<file path="config.mk">
export PLATFORM = sky130hd
export DESIGN_NAME = fixedpoint_expander
export DESIGN_NICKNAME = d
export VERILOG_FILES = /design/src/rtl/fixedpoint_expander.sv
export SDC_FILE = /design/constraint.sdc
export NUM_CORES = 1
export LEC_CHECK = 0
export ABC_AREA = 1
export CORE_ASPECT_RATIO = 1.2
export CORE_MARGIN = 2
export CORE_UTILIZATION = 48
export CTS_CLUSTER_DIAMETER = 200
export CTS_CLUSTER_SIZE = 30
export DETAILED_ROUTE_END_ITERATION = 10
export PLACE_DENSITY_LB_ADDON = 0.08
export SYNTH_ARGS = -nofsm -noshare
export SYNTH_HDL_FRONTEND = slang
export SYNTH_SLANG_ARGS = --single-unit
</file>
<file path="constraint.sdc">
create_clock -name clk_i -period 2.3 [get_ports clk_i]
set_input_delay 0.23 -clock clk_i [delete_from_list [all_inputs] [get_ports clk_i]]
set_output_delay 0.23 -clock clk_i [all_outputs]
set_load 0.05 [all_outputs]
</file>
<file path="src/rtl/fixedpoint_expander.sv">
// fixedpoint_expander
// -------------------
// This block takes in a word of NUM_LANES packed signed fixed-point elements.
// It emits one element per output handshake, lane 0 first. Each element is
// widened into the accumulator format: sign-extended, with 2*WIDTH_FRACTION
// fraction bits. The widening is exact, so the element can always be recovered
// from out_data_o[WIDTH_FRACTION +: WIDTH_ELEM].
//
// Ports
//   clk_i        : clock, rising edge
//   rst_i        : asynchronous active-high reset
//   in_valid_i   : input word valid
//   in_ready_o   : block can accept an input word
//   in_data_i    : packed elements, lane k at [k*WIDTH_ELEM +: WIDTH_ELEM]
//   in_last_i    : word is the last of a vector
//   out_valid_o  : expanded element valid
//   out_ready_i  : downstream accepts the element
//   out_data_o   : expanded element
//   out_last_o   : element is the highest lane of a last word
//   clear_i      : synchronous clear of sat_cnt_o
//   sat_cnt_o    : saturating count of emitted elements at the packed extremes
module fixedpoint_expander #(
  parameter int unsigned WIDTH_ELEM     = 16,
  parameter int unsigned NUM_LANES      = 2,
  parameter int unsigned WIDTH_OUTPUT   = 32,
  parameter int unsigned WIDTH_INTEGER  = 6,
  parameter int unsigned WIDTH_FRACTION = 9,
  parameter int unsigned WIDTH_CNT      = 16
) (
  input  logic                            clk_i,
  input  logic                            rst_i,
  input  logic                            in_valid_i,
  output logic                            in_ready_o,
  input  logic [NUM_LANES*WIDTH_ELEM-1:0] in_data_i,
  input  logic                            in_last_i,
  output logic                            out_valid_o,
  input  logic                            out_ready_i,
  output logic [WIDTH_OUTPUT-1:0]         out_data_o,
  output logic                            out_last_o,
  input  logic                            clear_i,
  output logic [WIDTH_CNT-1:0]            sat_cnt_o
);

  localparam int unsigned WIDTH_WORD = NUM_LANES * WIDTH_ELEM;
  localparam int unsigned WIDTH_LANE = (NUM_LANES > 1) ? $clog2(NUM_LANES) : 1;
  localparam int unsigned WIDTH_EXT  = WIDTH_OUTPUT - WIDTH_ELEM;
  // Sign bit position of an element: it sits above the integer and fraction fields.
  localparam int unsigned SIGN_BIT   = WIDTH_INTEGER + WIDTH_FRACTION;

  localparam logic [WIDTH_LANE-1:0] LAST_LANE = WIDTH_LANE'(NUM_LANES - 1);
  localparam logic [WIDTH_ELEM-1:0] ELEM_MAX  = {1'b0, {(WIDTH_ELEM-1){1'b1}}};
  localparam logic [WIDTH_ELEM-1:0] ELEM_MIN  = {1'b1, {(WIDTH_ELEM-1){1'b0}}};
  localparam logic [WIDTH_CNT-1:0]  CNT_MAX   = {WIDTH_CNT{1'b1}};

  typedef enum logic {
    ST_EMPTY = 1'b0,
    ST_DRAIN = 1'b1
  } state_t;

  state_t                  state_q;
  state_t                  state_d;
  logic [WIDTH_WORD-1:0]   word_q;
  logic                    last_q;
  logic [WIDTH_LANE-1:0]   lane_q;
  logic [WIDTH_CNT-1:0]    sat_cnt_q;

  logic                    lane_is_last;
  logic                    in_hs;
  logic                    out_hs;
  logic                    lane_inc;
  logic [WIDTH_ELEM-1:0]   cur_elem;
  logic                    cur_is_sat;
  logic [WIDTH_OUTPUT-1:0] cur_ext;

  assign lane_is_last = (lane_q == LAST_LANE);

  // State register
  always_ff @(posedge clk_i or posedge rst_i) begin
    if (rst_i) begin
      state_q <= ST_EMPTY;
    end else begin
      state_q <= state_d;
    end
  end

  // Next-state logic
  always_comb begin
    state_d = state_q;
    case (state_q)
      ST_EMPTY: begin
        if (in_hs) state_d = ST_DRAIN;
      end
      ST_DRAIN: begin
        // A new word arriving with the last lane keeps the block in DRAIN.
        if (out_hs && lane_is_last && !in_hs) state_d = ST_EMPTY;
      end
      default: state_d = ST_EMPTY;
    endcase
  end

  // Handshake and control outputs
  always_comb begin
    out_valid_o = 1'b0;
    in_ready_o  = 1'b0;
    in_hs       = 1'b0;
    out_hs      = 1'b0;
    lane_inc    = 1'b0;
    out_valid_o = (state_q == ST_DRAIN);
    // Accepting on the final lane's handshake gives one element per cycle with no bubbles.
    in_ready_o  = (state_q == ST_EMPTY) || (lane_is_last && out_ready_i);
    in_hs       = in_valid_i && in_ready_o;
    out_hs      = out_valid_o && out_ready_i;
    lane_inc    = out_hs && !lane_is_last;
  end

  // Held word, last flag and lane index
  always_ff @(posedge clk_i or posedge rst_i) begin
    if (rst_i) begin
      word_q <= '0;
      last_q <= 1'b0;
      lane_q <= '0;
    end else if (in_hs) begin
      word_q <= in_data_i;
      last_q <= in_last_i;
      lane_q <= '0;
    end else if (lane_inc) begin
      lane_q <= lane_q + WIDTH_LANE'(1);
    end
  end

  // Select the element for the current lane
  always_comb begin
    cur_elem = '0;
    for (int unsigned k = 0; k < NUM_LANES; k++) begin
      if (lane_q == WIDTH_LANE'(k)) cur_elem = word_q[k*WIDTH_ELEM +: WIDTH_ELEM];
    end
  end

  // Exact widening: sign-extend, then move the binary point up by WIDTH_FRACTION
  always_comb begin
    cur_ext    = {{WIDTH_EXT{cur_elem[SIGN_BIT]}}, cur_elem};
    out_data_o = cur_ext << WIDTH_FRACTION;
    cur_is_sat = (cur_elem == ELEM_MAX) || (cur_elem == ELEM_MIN);
  end

  assign out_last_o = last_q && lane_is_last;

  // Extreme-value counter; clear has priority over a coincident increment
  always_ff @(posedge clk_i or posedge rst_i) begin
    if (rst_i) begin
      sat_cnt_q <= '0;
    end else if (clear_i) begin
      sat_cnt_q <= '0;
    end else if (out_hs && cur_is_sat && (sat_cnt_q != CNT_MAX)) begin
      sat_cnt_q <= sat_cnt_q + WIDTH_CNT'(1);
    end
  end

  assign sat_cnt_o = sat_cnt_q;

endmodule

</file>
==> results of run 1 <==
==> layer usage <==
metal / vias to the layer above / share of wire (%) / track usage, %
met5: - / 0 / 0
met3: 7 / 5.2 / 3.740
met1: 1237 / 44 / 26.02
met4: 0 / 1.6 / 7.292
met2: 79 / 49 / 34.78
li1: 1454 / - / -
==> per-stage QoR <==
stage | setup slack [ns] | instance area, µm² | instances
2_1_floorplan | 0.1669 | 3110 | 448
3_3_place_gp | 0.2809 | 3800 | 580
3_5_place_dp | 0.2153 | 3800 | 580
5_1_grt | 0.02155 | 3887 | 587
4_1_cts | 0.2006 | 3887 | 587
6_report | 0.2110 | 3887 | 587
==> kinds of logic after synthesis <==
family / share of synthesized area, %
adder cells (fa/ha/maj): 0.4061
AND/OR/NAND/NOR: 35.66
XOR/XNOR: 3.127
buffers and inverters: 14.13
AO/OA/AOI/OAI: 5.118
flip-flops: 41.43
other: 0.1217
==> report_power, final <==
group	leakage [nW]	internal, mW	switching [mW]	total (mW)
sequential	0.653	1.20	0.166	1.36
clock	0.0470	0.237	0.287	0.524
combinational	1.35	0.957	2.17	3.13
==> state kept, by name, summed over array words and instances (netlist names) <==
name,cells
word_q,32
lane_is_last,1
last_q,1
out_valid_o,1
sat_cnt_o,16
==> critical path: stages (launching register included) <==
cell and delay, ns:
dfrtp_1 0.43, ha_1 0.24, nand2_1 0.09, nor2_1 0.07
nand3_1 0.11, nor3_1 0.07, nor2_2 0.55, nand2_4 0.25
nand3_1 0.12, nand2_1 0.05
==> cell usage after synthesis, types with 2 or more instances <==
cell	n
nand2_1	174
nor2_2	3
nor2_1	31
o21ai_0	30
dfrtp_1	51
nand3_1	22
inv_1	50
clkbuf_1	3
xor2_1	10
buf_1	3
buf_6	5
buf_4	19
buf_2	4
nand4_1	17
nand2_2	8
nand2_4	2
==> path summary, 6_finish.rpt <==
| kind | from | cells after the start | slack, ns | end |
|---|---|---|---|---|
| hold / removal | rst_i | 3 | 0.41 | out_valid_o |
| max in group asynchronous | rst_i | 3 | 1.43 | sat_cnt_o[12] |
| setup / recovery | sat_cnt_o[0] | 9 | 0.21 | sat_cnt_o[1] |
| setup reg to reg | sat_cnt_o[0] | 9 | 0.21 | sat_cnt_o[1] |
| min in group clk_i | in_data_i[5] | 3 | 0.46 | word_q[5] |
| hold reg to reg | word_q[6] | 2 | 0.49 | word_q[6] |
==> layout make-up <==
cell class              instances  area share (%)
clock buffers                   6           2.124
clock inverters                 1          0.1287
inverters                      51           4.989
multi-input cells             312           35.98
flip-flops and latches         51           32.83
well taps                      82           2.639
repair buffers                 84           21.31
==> metrics.md, run 1 <==
| Metric | Value |
|---|---|
| WL/cell | 11.87 µm |
| Hold Fails Final Rpt | 0 |
| Starting Density | 50.27% |
| Max-cap violations | 0 |
| Latest clock arrival within the worst-skew pair | approximately 0.30 ns |
| Crit path launch type | register |
| DRC | 0 |
| Synth cell types | 24 |
| Drt first pass iters | 5 |
| CTS Hold Buffers Added | 0 |
| Mapped Cells | 440 |
| Vias in the first global route | 2555 |
| Area added between synthesis and finish | 26.20% |
| Fillers | 590 |
| Top-area cell type share of the netlist area | 41.43% |
| First-pass GRT wire length | 11.69 mm |
| Pwr/cell area | 1289 nW/µm² |
| CTS tree | yes |
| Die ar. | 7077 µm² |
| WL final | ~7.0 mm |
| Synth Register Bits | 51 |
| GRT Total Usage | 20.46% |
| Buffers on Ports | approximately 80 |
| Yosys warning count | 0 |
| Antenna fix cells | 0 |
| Highest-count cells in the layout ignoring fill and taps | nand2_1 (174), clkdlybuf4s50_1 (54), dfrtp_1 (51) |
| Register Area | 1276 µm² |
| Post-synth ARST share | 100.0% |
| Worst EP arrival | 2.29 ns |
| Crit Path Category | reg2reg |
| Clock sinks | 51 |
| Tightest Pin Transition | 0.7138 ns |
| Vias | between 2000 and 3000 |
| Sequential fraction of the synthesis area | 41.43% |
| Rows | 31 |
| Setup violations, final | 0 |
| Commonest non-fill, non-tap cell in the layout | nand2_1 |
| CTS Buffer Depth | 2 |
| RSZ-0062 raised after global routing | no |
| Utilization after layout | 63.43% |
| Initial DRC Count | 120 |
| Syn_area_per_cell | 7.001 µm² |
| Largest net degree at the start of global routing | 60 |
| Crit end category | register |
| Fin Hold WS | 0.4114 ns |
| Routed Antenna Nets | 0 |
| Core area | 6128 µm² |
| Initial antenna violation count | 0 |
| GP Congestion | roughly 0.87 |
| Post-layout min period | approximately 2.1 ns |
| Die Y | around 92 µm |
| Fin. max-slew vios | 0 |
| Layout Nets | roughly 540 |
| Leakage | 2.049 nW |
| Clock-pin slew on the worst setup and hold paths | 0.09 ns |
| Outcome | complete, no violations |
| Die Wd | 77.13 µm |
| Period Utilization, post-route | 90.83% |
| Total power | 5.012 mW |
| Crit path required time | 2.50 ns |
| # H-tree levels | 2 |
| Synth area leaders | dfrtp_1 (41%), nand2_1 (21%), inv_1 (6.1%), o21ai_0 (4.9%), buf_4 (4.6%) |
| # Post-CTS Setup Buffers | 0 |
| Ys flop type | dfrtp_1 |
| IO Count | 89 |
| Worst hold-check path type | in2async |
| CP max FO | 17 |
| GRT overflow | 0 |
| Area of the multi-input gates | 1399 µm² |
| Cell area after synthesis | 3080 µm² |
| Root Driver | clkbuf_8 |
| Setup TNS | 0 ns |
| HPWL Detailed | between 4 and 5 mm |
| Clock Skew | about 0.0058 ns |
| Worst vdd ir | 1.006 mV |
| Cell taking the most area after synthesis | dfrtp_1 |
| Max_slew headroom | 52.37% |
| Post-CTS sizing | 0 |
| TritonCTS buffer count | 5 |
| Vias per cell | between 4 and 5 |
| Max frequency | between 0.4 and 0.5 GHz |
| Number of synthesized flops with an enable pin | 0 |
| Share of post-route cells with drive strength above 1 | a little over a tenth |
Note: power is estimated with default switching activity, not from simulation.
==> run 2, diff against run 1 <==
--- a/config.mk
+++ b/config.mk
@@ -13,6 +13,7 @@
 export CTS_CLUSTER_SIZE = 30
 export DETAILED_ROUTE_END_ITERATION = 10
 export PLACE_DENSITY_LB_ADDON = 0.08
+export RECOVER_POWER = 25
 export SYNTH_ARGS = -nofsm -noshare
 export SYNTH_HDL_FRONTEND = slang
 export SYNTH_SLANG_ARGS = --single-unit
==> run 2 against run 1 <==
  * Clock power barely moved
  * Fmax about the same
  * Critical path depth unchanged
  * Worst hold slack better by 0.049 ns
  * Sequential power hardly changed
  * Core utilization is essentially flat
  * Register-to-register slack is essentially flat
  * Clock skew is essentially flat
  * Total power is essentially flat
  * Design area barely moved
  * Global-route usage did not move
  * Wire length is 0.23% lower
==> metrics.md, run 2 (synthesized netlist as in run 1, its figures left out) <==
| Metric | Value |
|---|---|
| Share of post-route cells with drive strength above 1 | 10.30% (-0.20 points) |
| Die Wd | 77.13 µm (unchanged) |
| CTS Buffer Depth | 2 (unchanged) |
| Layout Nets | 544 (unchanged) |
| DRC | 0 (unchanged) |
| Area added between synthesis and finish | 26.12% (about the same) |
| Worst vdd ir | 1.006 mV (about the same) |
| Reg with most FFs | word_q |
| Reg2reg start | sat_cnt_o[0] |
| Initial antenna violation count | 0 (unchanged) |
| First-pass GRT wire length | 11.69 mm (unchanged) |
| Vias per cell | 4.721 (-0.22%) |
| Period Utilization, post-route | 90.75% (about the same) |
| Outcome | complete, no violations |
| CP max FO | 17 (unchanged) |
| Core area | 6128 µm² (unchanged) |
| DP Area | 3800 µm² (unchanged) |
| Drt first pass iters | 4 (-1) |
| Area of the multi-input gates | 1399 µm² (unchanged) |
| CTS tree | yes |
| Worst hold-check path type | in2reg |
| Leakage | 2.046 nW (-0.15%) |
| Fillers | 589 (-0.17%) |
| GP Congestion | 0.8739 (unchanged) |
| Highest-count cells in the layout ignoring fill and taps | nand2_1 (174), clkdlybuf4s50_1 (53), dfrtp_1 (51) |
| Routed Antenna Nets | 0 (unchanged) |
| CTS Hold Buffers Added | 0 (unchanged) |
| Max reg flops | 32 (unchanged) |
| Commonest non-fill, non-tap cell in the layout | nand2_1 |
| Clock-pin slew on the worst setup and hold paths | 0.09 ns (about the same) |
| Sw Pwr | 2.621 mW (about the same) |
| Die Y | 91.76 µm (unchanged) |
| Root Driver | clkbuf_8 |
| Latest clock arrival within the worst-skew pair | 0.30 ns (about the same) |
| Gate power share | 62.3% (about the same) |
| WL/cell | 11.84 µm (-0.23%) |
| Clock sinks | 51 (unchanged) |
| Crit Path Category | reg2reg |
| Clock Skew | 0.006026 ns (+0.0002527 ns) |
| Worst slack, placed | 0.2153 ns (unchanged) |
| Total power | 5.011 mW (about the same) |
| Sequential power share | 27.2% (about the same) |
| GRT overflow | 0 (unchanged) |
| Post-CTS sizing | 0 (unchanged) |
| WL final | 6.953 mm (-0.23%) |
| Register Area | 1276 µm² (unchanged) |
| Post-layout min period | 2.087 ns (-0.001686 ns) |
| Worst EP arrival | 2.28 ns (about the same) |
| Setup TNS | 0 ns (unchanged) |
| Crit path required time | 2.50 ns (about the same) |
| HPWL Detailed | 4.954 mm (unchanged) |
| IO Count | 89 (unchanged) |
| RSZ-0062 raised after global routing | no |
| Crit end category | register |
| Clock share of power | 10.5% (about the same) |
| Fin. max-slew vios | 0 (unchanged) |
| # Post-CTS Setup Buffers | 0 (unchanged) |
| Max frequency | 0.4791 GHz (about the same) |
| Vias | 2771 (-0.22%) |
| Final instance area | 3885 µm² (about the same) |
| Buffers on Ports | 79 (unchanged) |
| Setup ws final | 0.2126 ns (+0.001686 ns) |
| Critical Path Start | sat_cnt_o[0] |
| TritonCTS buffer count | 5 (unchanged) |
| Max-cap violations | 0 (unchanged) |
| Crit path launch type | register |
| Largest net degree at the start of global routing | 60 (unchanged) |
| Min-delay src | in_data_i[5] |
| Initial DRC Count | 120 (unchanged) |
| Max_slew headroom | 14.39% (-38 points) |
| GRT Total Usage | 20.46% (unchanged) |
| Vias in the first global route | 2555 (unchanged) |
| Switching Share | 52.30% (about the same) |
| Antenna fix cells | 0 (unchanged) |
| Pwr/cell area | 1290 nW/µm² (about the same) |
| Int Pwr | 2.390 mW (about the same) |
| Hold Fails Final Rpt | 0 (unchanged) |
| # H-tree levels | 2 (unchanged) |
| Tightest Pin Transition | 1.284 ns (+0.5704 ns) |
| Die ar. | 7077 µm² (unchanged) |
| Setup violations, final | 0 (unchanged) |
| Starting Density | 50.27% (unchanged) |
| Rows | 31 (unchanged) |
==> run 2: path summary, 6_finish.rpt <==
path                                  to  slack [ns]  cells past startpoint
setup / recovery           sat_cnt_o[12]        0.21                      9
hold / removal                 word_q[5]        0.46                      3
setup reg to reg           sat_cnt_o[12]        0.21                      9
hold reg to reg                word_q[6]        0.49                      2
max in group asynchronous  sat_cnt_o[12]        0.73                      3
min in group asynchronous    out_valid_o        0.78                      3
==> run 2: area by class of cell <==
type / count / share of cell area (%)
Tap cell: 82 / 2.641
Inverter: 51 / 4.992
Timing Repair Buffer: 84 / 21.26
Clock inverter: 1 / 0.1288
Clock buffer: 6 / 2.126
Sequential cell: 51 / 32.85
Multi-Input combinational cell: 312 / 36.01
==> run 2: critical path, stage by stage (launching register included) <==
cell     delay (ns)
dfrtp_1        0.43
ha_1           0.24
nand2_1        0.09
nor2_1         0.07
nand3_1        0.11
nor3_1         0.07
nor2_2         0.54
nand2_4        0.25
nand3_1        0.12
nand2_1        0.05
==> run 2: per-stage QoR <==
stage / instances / util (%) / hold WS [ns]
final: 587 / 63.39 / 0.4603
after global routing: 587 / 63.39 / 0.4575
after CTS: 587 / 63.43 / 0.4365
after detailed placement: 580 / 62.00 / 0.4677
after global placement: 580 / 62.00 / 0.4626
after floorplan: 448 / - / 0.3295
==> run 2: power groups by stage <==
| stage | Sequential [mW] | Combinational [mW] | Clock (mW) |
|---|---|---|---|
| 6_report | 1.36 | 3.12 | 0.524 |
| 5_1_grt | 1.41 | 3.38 | 0.580 |
| 4_1_cts | 1.36 | 3.15 | 0.541 |
| 3_5_place_dp | 1.38 | 3.14 | 0 |
| 3_3_place_gp | 1.36 | 3.12 | 0 |
| 2_1_floorplan | 1.35 | 2.42 | 0 |
==> run 2: per-layer routing <==
| metal | routed length (µm) | global-route usage, % | part of all wire, % |
|---|---|---|---|
| met5 | 0 | 0 | 0 |
| met3 | 360 | 3.740 | 5.2 |
| met2 | 3420 | 34.78 | 49 |
| met4 | 111 | 7.292 | 1.6 |
| met1 | 3061 | 26.02 | 44 |
